<file path="src/rtl/bsg_manycore_link_to_axil_pkg.sv">
// Shared definitions for the manycore link to AXI-Lite bridge: register
// offsets, AXI response codes and the rx read slave FSM states.
package bsg_manycore_link_to_axil_pkg;

    localparam logic [3:0] rx_data_offset_gp    = 4'h0;
    localparam logic [3:0] rx_credits_offset_gp = 4'h4;
    localparam logic [3:0] rx_status_offset_gp  = 4'h8;
    localparam logic [3:0] rx_peek_offset_gp    = 4'hC;

    typedef enum logic [1:0] {
        e_axil_okay   = 2'b00,
        e_axil_slverr = 2'b10,
        e_axil_decerr = 2'b11
    } axil_resp_e;

    typedef enum logic {
        e_rx_idle = 1'b0,
        e_rx_resp = 1'b1
    } rx_read_state_e;

    // Registers are word aligned; only the word index selects a register.
    function automatic logic [1:0] reg_idx(input logic [3:0] offset);
        return offset[3:2];
    endfunction

endpackage

</file>
<file path="src/rtl/bsg_manycore_axil_rx_read_slave.sv">
// AXI-Lite read-only slave draining the rx stage: data pop, credits, status.
// Optional BSG_MANYCORE_AXIL_RX_PEEK_EN maps a non-popping head read at 0xC.
module bsg_manycore_axil_rx_read_slave
    import bsg_manycore_link_to_axil_pkg::*;
#(
    parameter int axil_data_width_p = 32,
    parameter int axil_addr_width_p = 32,
    parameter int credits_width_p   = 8
) (
    input  logic                         clk_i,
    input  logic                         reset_n_i,

    input  logic [axil_addr_width_p-1:0] s_axil_araddr_i,
    input  logic [2:0]                   s_axil_arprot_i,
    input  logic                         s_axil_arvalid_i,
    output logic                         s_axil_arready_o,

    output logic [axil_data_width_p-1:0] s_axil_rdata_o,
    output logic [1:0]                   s_axil_rresp_o,
    output logic                         s_axil_rvalid_o,
    input  logic                         s_axil_rready_i,

    input  logic [axil_data_width_p-1:0] rx_data_i,
    input  logic                         rx_v_i,
    output logic                         rx_yumi_o,
    input  logic [credits_width_p-1:0]   rx_credits_i
);

    rx_read_state_e               state_q, state_d;
    logic [axil_data_width_p-1:0] rdata_q, rdata_d;
    axil_resp_e                   rresp_q, rresp_d;

    logic [axil_data_width_p-1:0] dec_data;
    axil_resp_e                   dec_resp;
    logic                         dec_pop;
    logic                         ar_hs;

    // Base decode, protection and byte offset belong to the parent.
    logic unused_bits;
    assign unused_bits = ^{s_axil_arprot_i,
                           s_axil_araddr_i[axil_addr_width_p-1:4],
                           s_axil_araddr_i[1:0]};

    always_comb begin
        dec_data = '0;
        dec_resp = e_axil_okay;
        dec_pop  = 1'b0;
        case (s_axil_araddr_i[3:2])
            reg_idx(rx_data_offset_gp): begin
                if (rx_v_i) begin
                    dec_data = rx_data_i;
                    dec_pop  = 1'b1;
                end else begin
                    dec_resp = e_axil_slverr;
                end
            end
            reg_idx(rx_credits_offset_gp): begin
                dec_data[credits_width_p-1:0] = rx_credits_i;
            end
            reg_idx(rx_status_offset_gp): begin
                dec_data[0] = rx_v_i;
            end
            default: begin
`ifdef BSG_MANYCORE_AXIL_RX_PEEK_EN
                if (rx_v_i) dec_data = rx_data_i;
                else        dec_resp = e_axil_slverr;
`else
                dec_resp = e_axil_decerr;
`endif
            end
        endcase
    end

    assign s_axil_arready_o = reset_n_i & (state_q == e_rx_idle);
    assign s_axil_rvalid_o  = (state_q == e_rx_resp);
    assign s_axil_rdata_o   = rdata_q;
    assign s_axil_rresp_o   = rresp_q;

    assign ar_hs     = s_axil_arready_o & s_axil_arvalid_i;
    // dec_pop already implies rx_v_i, so the pop never fires on an empty head.
    assign rx_yumi_o = ar_hs & dec_pop;

    always_comb begin
        state_d = state_q;
        rdata_d = rdata_q;
        rresp_d = rresp_q;
        case (state_q)
            e_rx_idle: begin
                if (ar_hs) begin
                    rdata_d = dec_data;
                    rresp_d = dec_resp;
                    state_d = e_rx_resp;
                end
            end
            e_rx_resp: begin
                if (s_axil_rready_i) state_d = e_rx_idle;
            end
            default: state_d = e_rx_idle;
        endcase
    end

    always_ff @(posedge clk_i) begin
        if (!reset_n_i) begin
            state_q <= e_rx_idle;
            rdata_q <= '0;
            rresp_q <= e_axil_okay;
        end else begin
            state_q <= state_d;
            rdata_q <= rdata_d;
            rresp_q <= rresp_d;
        end
    end

endmodule
</file>
<file path="config.mk">
export PLATFORM = sky130hd
export DESIGN_NAME = bsg_manycore_axil_rx_read_slave
export DESIGN_NICKNAME = d
export VERILOG_FILES = /design/src/rtl/bsg_manycore_link_to_axil_pkg.sv /design/src/rtl/bsg_manycore_axil_rx_read_slave.sv
export SDC_FILE = /design/constraint.sdc
export NUM_CORES = 1
export LEC_CHECK = 0
export BUFFER_PORTS_ARGS = -buffer_cell sky130_fd_sc_hd__buf_4
export CORE_MARGIN = 8
export CORE_UTILIZATION = 41
export DETAILED_ROUTE_END_ITERATION = 16
export PLACE_DENSITY = 0.91
export RECOVER_POWER = 100
export SETUP_SLACK_MARGIN = 0.4
export SYNTH_ARGS = -nofsm -noshare
export SYNTH_HDL_FRONTEND = slang
export SYNTH_SLANG_ARGS = --single-unit
</file>
<file path="constraint.sdc">
create_clock -name clk_i -period 2.5 [get_ports clk_i]
set_input_delay 0.375 -clock clk_i [delete_from_list [all_inputs] [get_ports clk_i]]
set_output_delay 0.375 -clock clk_i [all_outputs]
set_load 0.005 [all_outputs]
</file>
# After elaboration in Yosys (flattened, before gate mapping)
# Cells that the tools add are included.
[op_classes]
eq_ne = 2
mux = 11
n_bitwise = 4
reduce_logical = 3
[op_table]
columns = ["op", "count"]
rows = [
  ["two-way mux 32 bit", 1],
  ["two-way mux 24 bit", 1],
  ["case mux 7 bit (2 select lines)", 1],
  ["two-way mux 1 bit", 4],
  ["case mux 2 bit (2 select lines)", 1],
  ["bitwise AND 1 bit", 3],
  ["case mux 1 bit (3 select lines)", 1],
  ["equality test 2 x 1 -> 1 bit (second input constant)", 1],
  ["equality test 2 bit (second input constant)", 1],
  ["zero test 2 bit", 1],
  ["two-way mux 2 bit", 1],
  ["case mux 1 bit (2 select lines)", 1],
  ["AND reduction 2 bit", 1],
  ["OR reduction 2 bit", 1],
  ["NOT 1 bit", 1],
]
[word_totals]
register_bits = 35
in_bits = 80
out_inout_bits = 37

# Logic depth before layout (Yosys ltp)
# Gate-level depths: netlist (run 1).
[logic_depth]
depth_word = 5
ltp_mapped = 5
ltp_nobuf = 3

# Worst setup path after synthesis (run 1)
# Ideal clock, no wire load.
[synth_timing]
kind = "input to output"
start = "in s_axil_araddr_i[3]"
end = "out rx_yumi_o"
arrival_ns = 0.978
t_required_ns = 2.125
setup_slack_ns = 1.147
stages = 3
path_cell_list = "nor3b_4 > buf_6 > and2_1"
[synth_via]
elab_chain_len = 3
[synth_lines]
columns = ["item", "line", "source"]
rows = [
  ["start: declaration", "bsg_manycore_axil_rx_read_slave.sv:13", "input logic [axil_addr_width_p-1:0] s_axil_araddr_i,"],
  ["zero test 2 bit", "bsg_manycore_axil_rx_read_slave.sv:48", "case (s_axil_araddr_i[3:2])"],
  ["two-way mux 1 bit", "bsg_manycore_axil_rx_read_slave.sv:48", ""],
  ["bitwise AND 1 bit", "bsg_manycore_axil_rx_read_slave.sv:81", "assign rx_yumi_o = ar_hs & dec_pop;"],
  ["end: declaration", "bsg_manycore_axil_rx_read_slave.sv:25", "output logic rx_yumi_o,"],
]
# No other way between the ends.

# Final worst setup path (run 1)
[layout_timing]
start = "reg state_q (netlist: s_axil_rvalid_o)"
end = "out rx_yumi_o"
[layout_via]
elab_chain_len = 4
[layout_lines]
columns = ["item", "line", "source"]
rows = [
  ["start: declaration", "bsg_manycore_axil_rx_read_slave.sv:29", "rx_read_state_e state_q, state_d;"],
  ["start signal: assignment", "bsg_manycore_axil_rx_read_slave.sv:104", "state_q <= e_rx_idle;"],
  ["start signal: assignment", "bsg_manycore_axil_rx_read_slave.sv:108", "state_q <= state_d;"],
  ["NOT 1 bit", "--", ""],
  ["bitwise AND 1 bit", "bsg_manycore_axil_rx_read_slave.sv:74", "assign s_axil_arready_o = reset_n_i & (state_q == e_rx_idle);"],
  ["bitwise AND 1 bit", "bsg_manycore_axil_rx_read_slave.sv:79", "assign ar_hs = s_axil_arready_o & s_axil_arvalid_i;"],
  ["bitwise AND 1 bit", "bsg_manycore_axil_rx_read_slave.sv:81", ""],
]
# No other way between the ends.

==> results of run 1 <==
==> final timing paths <==
check                                  startpoint                               to  slack, ps
setup / recovery       s_axil_rvalid_o$_SDFF_PN0_                        rx_yumi_o        450
hold / removal                   s_axil_arvalid_i       s_axil_rvalid_o$_SDFF_PN0_        270
hold reg to reg   s_axil_rdata_o[13]$_SDFFE_PN0P_  s_axil_rdata_o[13]$_SDFFE_PN0P_        450
setup reg to reg       s_axil_rvalid_o$_SDFF_PN0_  s_axil_rdata_o[26]$_SDFFE_PN0P_        560
==> synth_stat cells <==
| cell | instances | area share |
|---|---|---|
| nor3b_4 | 1 | 0.013 |
| nor2b_1 | 2 | 0.0087 |
| a22oi_1 | 6 | 0.031 |
| nand3_1 | 32 | 0.11 |
| buf_6 | 2 | 0.016 |
| nand3b_1 | 2 | 0.010 |
| o21ai_0 | 9 | 0.031 |
| buf_4 | 2 | 0.010 |
| a21boi_1 | 25 | 0.13 |
| and3b_1 | 2 | 0.012 |
| nor3_1 | 1 | 0.0035 |
| buf_2 | 5 | 0.017 |
| a21oi_1 | 4 | 0.014 |
| nand2_1 | 26 | 0.068 |
| clkbuf_1 | 4 | 0.010 |
| nand2b_1 | 1 | 0.0044 |
| a31oi_1 | 1 | 0.0044 |
| dfxtp_1 | 35 | 0.49 |
| o211a_1 | 1 | 0.0070 |
| clkbuf_2 | 1 | 0.0035 |
| and2_1 | 1 | 0.0044 |
==> cells by family after synthesis <==
| family | count (synthesis) | synth area share |
|---|---|---|
| and+or+nand+nor | 68 | 0.236 |
| AOI/OAI and AO/OA | 46 | 0.219 |
| DFF | 35 | 0.488 |
| buffers and inverters | 14 | 0.0575 |
==> state kept, by name, summed over array words and instances (netlist names) <==
name / flops
s_axil_rdata_o: 32
s_axil_rvalid_o: 1
s_axil_rresp_o: 2
==> power breakdown <==
group	internal, uW	leakage [uW]	switching [uW]	total (uW)
clock	165	0.0000386	180	345
combinational	80.1	0.000534	63.6	144
sequential	570	0.000283	6.75	576
==> per-stage QoR <==
step	setup WS, ps	std cells	hold slack [ps]	utilization
after floorplan	1150	163	447	-
after detailed placement	699	282	444	0.614
final	454	290	267	0.623
after global routing	330	290	267	0.623
after CTS	688	290	251	0.634
after global placement	719	282	438	0.614
==> metal layers <==
| metal | GRT usage | share of wire | vias to the layer above |
|---|---|---|---|
| met5 | 0 | 0 | - |
| met4 | 0.0917 | 0.023 | 0 |
| met3 | 0.0786 | 0.12 | 9 |
| met2 | 0.259 | 0.46 | 61 |
| met1 | 0.149 | 0.40 | 622 |
| li1 | - | - | 730 |
==> area by class of cell <==
type | count | area [um^2]
Sequential cell | 35 | 701
Tap cell | 46 | 57.6
Clock buffer | 8 | 68.8
Timing Repair Buffer | 87 | 616
Fill cell | 328 | 1270
Multi-Input combinational cell | 114 | 653
==> critical path, delay by kind of cell (launching register included) <==
kind                   cells  cell delay (ps)
buffers and inverters      2              530
flip-flops                 1              360
AND/OR/NAND/NOR            2              440
==> flow_summary.toml, run 1 <==
[final_layout]
mostFrequentLayoutCells = "49 x buf_4, 35 x dfxtp_1, 33 x clkbuf_4"
final_common_cell = "buf_4"
final_cell_area_um2 = 2100
num_antenna_cells = 0
synthToLayoutAreaGrowth_pct = 45.9
nNetsFinal = 323
drive_gt1_frac = 0.348

[sta]
tns_ps = 0
fin_crit_sh = 0.818
finalSetupViolCount = 0
layout_min_cycle_time_ps = 2050
clock_skew_ps = 6.22
max_freq_ghz = 0.489
worst_pin_slew_ps = 811
hold_viol = 0
slew_headroom = 0.459
rsz0062_at_grt = "no"
drv_slew = 0

[cts]
hold_buffers = 0
cts_buffer_depth = 2
htree_levels = 2
cts_tree = "built"
clkSinkCount = 35
path_clk_slew_ps = 100
cts_made_buffers = 5
cts_resized = 0
root_buffer = "clkbuf_4"
cts_setup_buffers = 0
insertion_delay_ps = 340

[detailed_routing]
wl_per_cell_um = 14.1
drtIter0Drc = 85
vias_per_cell = 4.90
num_vias = 1422
drc = 0
detail-route-antenna-nets = 0
wl_mm = 4.09
drtPass1Iterations = 3

[worst_setup_path]
cp_slowest_cell = "clkbuf_1"
cp_max_fo = 12
worstSetupPathType = "reg2out"
cp-start-kind = "register"
max_stage_delay_ps = 390
rr_worst_depth = 4
path_cells = "and3b_1 -> clkbuf_1 -> and2_1 -> clkbuf_1"
crit_top_cell = "clkbuf_1"
end_kind = "output pin"
cp.required_ps = 2120
arrival_ps = 1670

[yosys]
ys_seq_area_frac = 0.488
syn_nets = 243
syn_inst = 163
avgSynthCellArea_um2 = 8.81
synth_area_um2 = 1440
ys_ff_latch = 35
synthDistinctLibCells = 21
yosys_warnings = 0

[pwr]
pwr_density_cell_nw_per_um2 = 508
power_leakage_uw = 0.000855
report.power.total_uw = 1070
ir_drop_mv = 0.361

[grt]
grt_pass1_wl_mm = 6.52
first_global_vias = 1519
grt_max_degree = 39
grt.total_usage = 0.155
grt_antenna_before_repair = 0
grt_overflow = 0

[floorplanning]
die_area_um2 = 5650
io_pins = 117
die_w_um = 75.2
fp-row-count = 21
coreArea_um2 = 3360
initial_core_util = 0.427
fp.dieH_um = 75.2

[outcome]
status = "finished, final reports clean"

[placed_design]
postPlaceCellArea_um2 = 2060
gp_congestion = 0.717
io_buffers = 83
dpl.hpwl_mm = 3.05

[worst_hold_path]
hold_depth = 2
worstHoldPathType = "in2reg"

[job]
maxCapViolCount = 0
(Power assumes the default switching activity.)
==> inputs of run 2 (changes only) <==
--- a/config.mk
+++ b/config.mk
@@ -5,11 +5,12 @@
 export SDC_FILE = /design/constraint.sdc
 export NUM_CORES = 1
 export LEC_CHECK = 0
+export ABC_AREA = 1
 export BUFFER_PORTS_ARGS = -buffer_cell sky130_fd_sc_hd__buf_4
 export CORE_MARGIN = 8
-export CORE_UTILIZATION = 41
+export CORE_UTILIZATION = 35
 export DETAILED_ROUTE_END_ITERATION = 16
-export PLACE_DENSITY = 0.91
+export PLACE_DENSITY = 0.83
 export RECOVER_POWER = 100
 export SETUP_SLACK_MARGIN = 0.4
 export SYNTH_ARGS = -nofsm -noshare
==> constraint.sdc (replaced) <==
create_clock -name clk_i -period 1.75 [get_ports clk_i]
set_input_delay 0.2625 -clock clk_i [delete_from_list [all_inputs] [get_ports clk_i]]
set_output_delay 0.2625 -clock clk_i [all_outputs]
set_load 0.005 [all_outputs]
==> run 2 against run 1 <==
  * Routed wire length grew 5.6%
  * Clock skew shrank 3.7 ps
  * Sequential share of layout area shrank 0.96 points
  * Critical path depth is the same
  * Setup slack lost 140 ps
  * First-iteration DRC count shrank 56%
  * Final area grew 3.5%
  * Combinational power grew 49%
  * Die area grew 15%
  * Largest cell class unchanged
==> flow_summary.toml, run 2 <==
[yosys]
netlist.area_leader.share = 0.477
netlist_top_cells_count = "75 x nand2_1, 35 x dfxtp_1, 23 x a21oi_1"
yosysMostFrequentCell = "nand2_1"
syn_nets = 268
ys.flop_type = "dfxtp_1"
yosys_warnings = 0
synth-edff-count = 0
ys_ff_latch = 35
synthTopCellsByArea = "dfxtp_1 48%, nand2_1 19%, a21oi_1 7.8%"
synthDistinctLibCells = 19
ys_seq_area_frac = 0.477
syn_inst = 188
synth_top_area_cell = "dfxtp_1"
avgSynthCellArea_um2 = 7.81
synthArstFlopShare = 0
synth_area_um2 = 1470

[sta]
drv_slew = 0
rsz0062_at_grt = "no"
clock_skew_ps = 2.48
max_freq_ghz = 0.698
finalSetupViolCount = 0
tns_ps = 0
layout_min_cycle_time_ps = 1430
hold_ws_ps = 157
worst_pin_slew_ps = 438
slew_headroom = 0.707
hold_viol = 0
fin_crit_sh = 0.819

[final_layout]
synthToLayoutAreaGrowth_pct = 47.7
drive_gt1_frac = 0.371
largest_register_ffs = 32
nNetsFinal = 357
num_antenna_cells = 0
mostFrequentLayoutCells = "77 x nand2_1, 52 x buf_4, 34 x dfxtp_1"
final_common_cell = "nand2_1"

[worst_setup_path]
cp_slowest_cell = "dfxtp_4"
arrival_ps = 1170
worstSetupPathType = "reg2out"
cp.required_ps = 1490
end_kind = "output pin"
max_stage_delay_ps = 340
cp-start-kind = "register"
cp_max_fo = 3
path_cells = "nor2_1 -> nand2_4 -> nor2_8 -> clkbuf_1"

[detailed_routing]
drc = 0
drtPass1Iterations = 4
vias_per_cell = 4.58
wl_per_cell_um = 13.2
wl_mm = 4.31
num_vias = 1503
detail-route-antenna-nets = 0
drtIter0Drc = 37

[grt]
grt_antenna_before_repair = 0
grt_max_degree = 33
grt_overflow = 0
first_global_vias = 1557
grt.total_usage = 0.131
grt_pass1_wl_mm = 6.87

[placed_design]
io_buffers = 83
gp_congestion = 0.763
dpl.hpwl_mm = 3.35

[cts]
root_buffer = "clkbuf_8"
hold_buffers = 0
clkSinkCount = 35
cts_made_buffers = 5
cts_buffer_depth = 2
cts_tree = "built"
path_clk_slew_ps = 70
htree_levels = 2
insertion_delay_ps = 280

[pwr]
power_leakage_uw = 0.000971
report.power.total_uw = 1580
ir_drop_mv = 0.545
pwr_density_cell_nw_per_um2 = 730

[floorplanning]
die_w_um = 80.8
io_pins = 117
die_area_um2 = 6530
fp-row-count = 23
coreArea_um2 = 4030
fp.dieH_um = 80.8
initial_core_util = 0.365

[worst_hold_path]
worstHoldPathType = "in2reg"

[job]
maxCapViolCount = 0

[outcome]
status = "finished, final reports clean"
==> run 2: metal layers <==
layer | global-route usage | vias to the layer above | part of all wire
met2 | 0.224 | 58 | 0.48
met4 | 0.0339 | 0 | 0.0072
li1 | - | 775 | -
met3 | 0.0751 | 4 | 0.12
met5 | 0 | - | 0
met1 | 0.136 | 666 | 0.40
==> run 2: final timing paths <==
kind	startpoint	to	slack [ps]	depth (start not counted)
setup / recovery	s_axil_rvalid_o$_SDFF_PN0_	rx_yumi_o	320	4
setup reg to reg	s_axil_rvalid_o$_SDFF_PN0_	s_axil_rdata_o[12]$_SDFFE_PN0P_	410	7
hold / removal	s_axil_rready_i	s_axil_rvalid_o$_SDFF_PN0_	160	2
hold reg to reg	s_axil_rdata_o[13]$_SDFFE_PN0P_	s_axil_rdata_o[13]$_SDFFE_PN0P_	460	2
==> run 2: layout make-up <==
class | instances | area, um^2
Sequential cell | 35 | 704
Inverter | 7 | 27.5
Clock buffer | 5 | 68.8
Timing Repair Buffer | 91 | 651
Clock inverter | 3 | 15.0
Multi-Input combinational cell | 137 | 641
Fill cell | 423 | 1860
Tap cell | 50 | 62.6
==> run 2: logic make-up after synthesis <==
| group | Yosys count | synth area share |
|---|---|---|
| simple gates | 102 | 0.316 |
| flops | 35 | 0.477 |
| compound gates | 35 | 0.144 |
| buf+inv | 16 | 0.0630 |
==> run 2: critical path, delay by kind of cell, from the launching register on <==
family	cells	cell delay [ps]
and+or+nand+nor	3	420
DFF	1	340
buffers and inverters	1	130
==> run 2: where the power goes <==
group | total (uW) | switching (uW) | internal [uW]
clock | 549 | 277 | 272
sequential | 820 | 7.70 | 812
combinational | 214 | 98.9 | 116
==> run 2: stage by stage <==
step	instance area, um^2	std cells	setup WS [ps]	util
floorplan	1470	188	617	-
finish	2170	328	318	0.539
CTS	2230	326	365	0.554
global placement	2140	317	296	0.531
global route	2170	328	253	0.539
detailed placement	2140	317	296	0.531
==> run 2: timing repair <==
item	CTS	global route
resized for setup	1	4
setup buffers	1	2
endpoints found under the setup margin	10	12
pin swaps	1	3
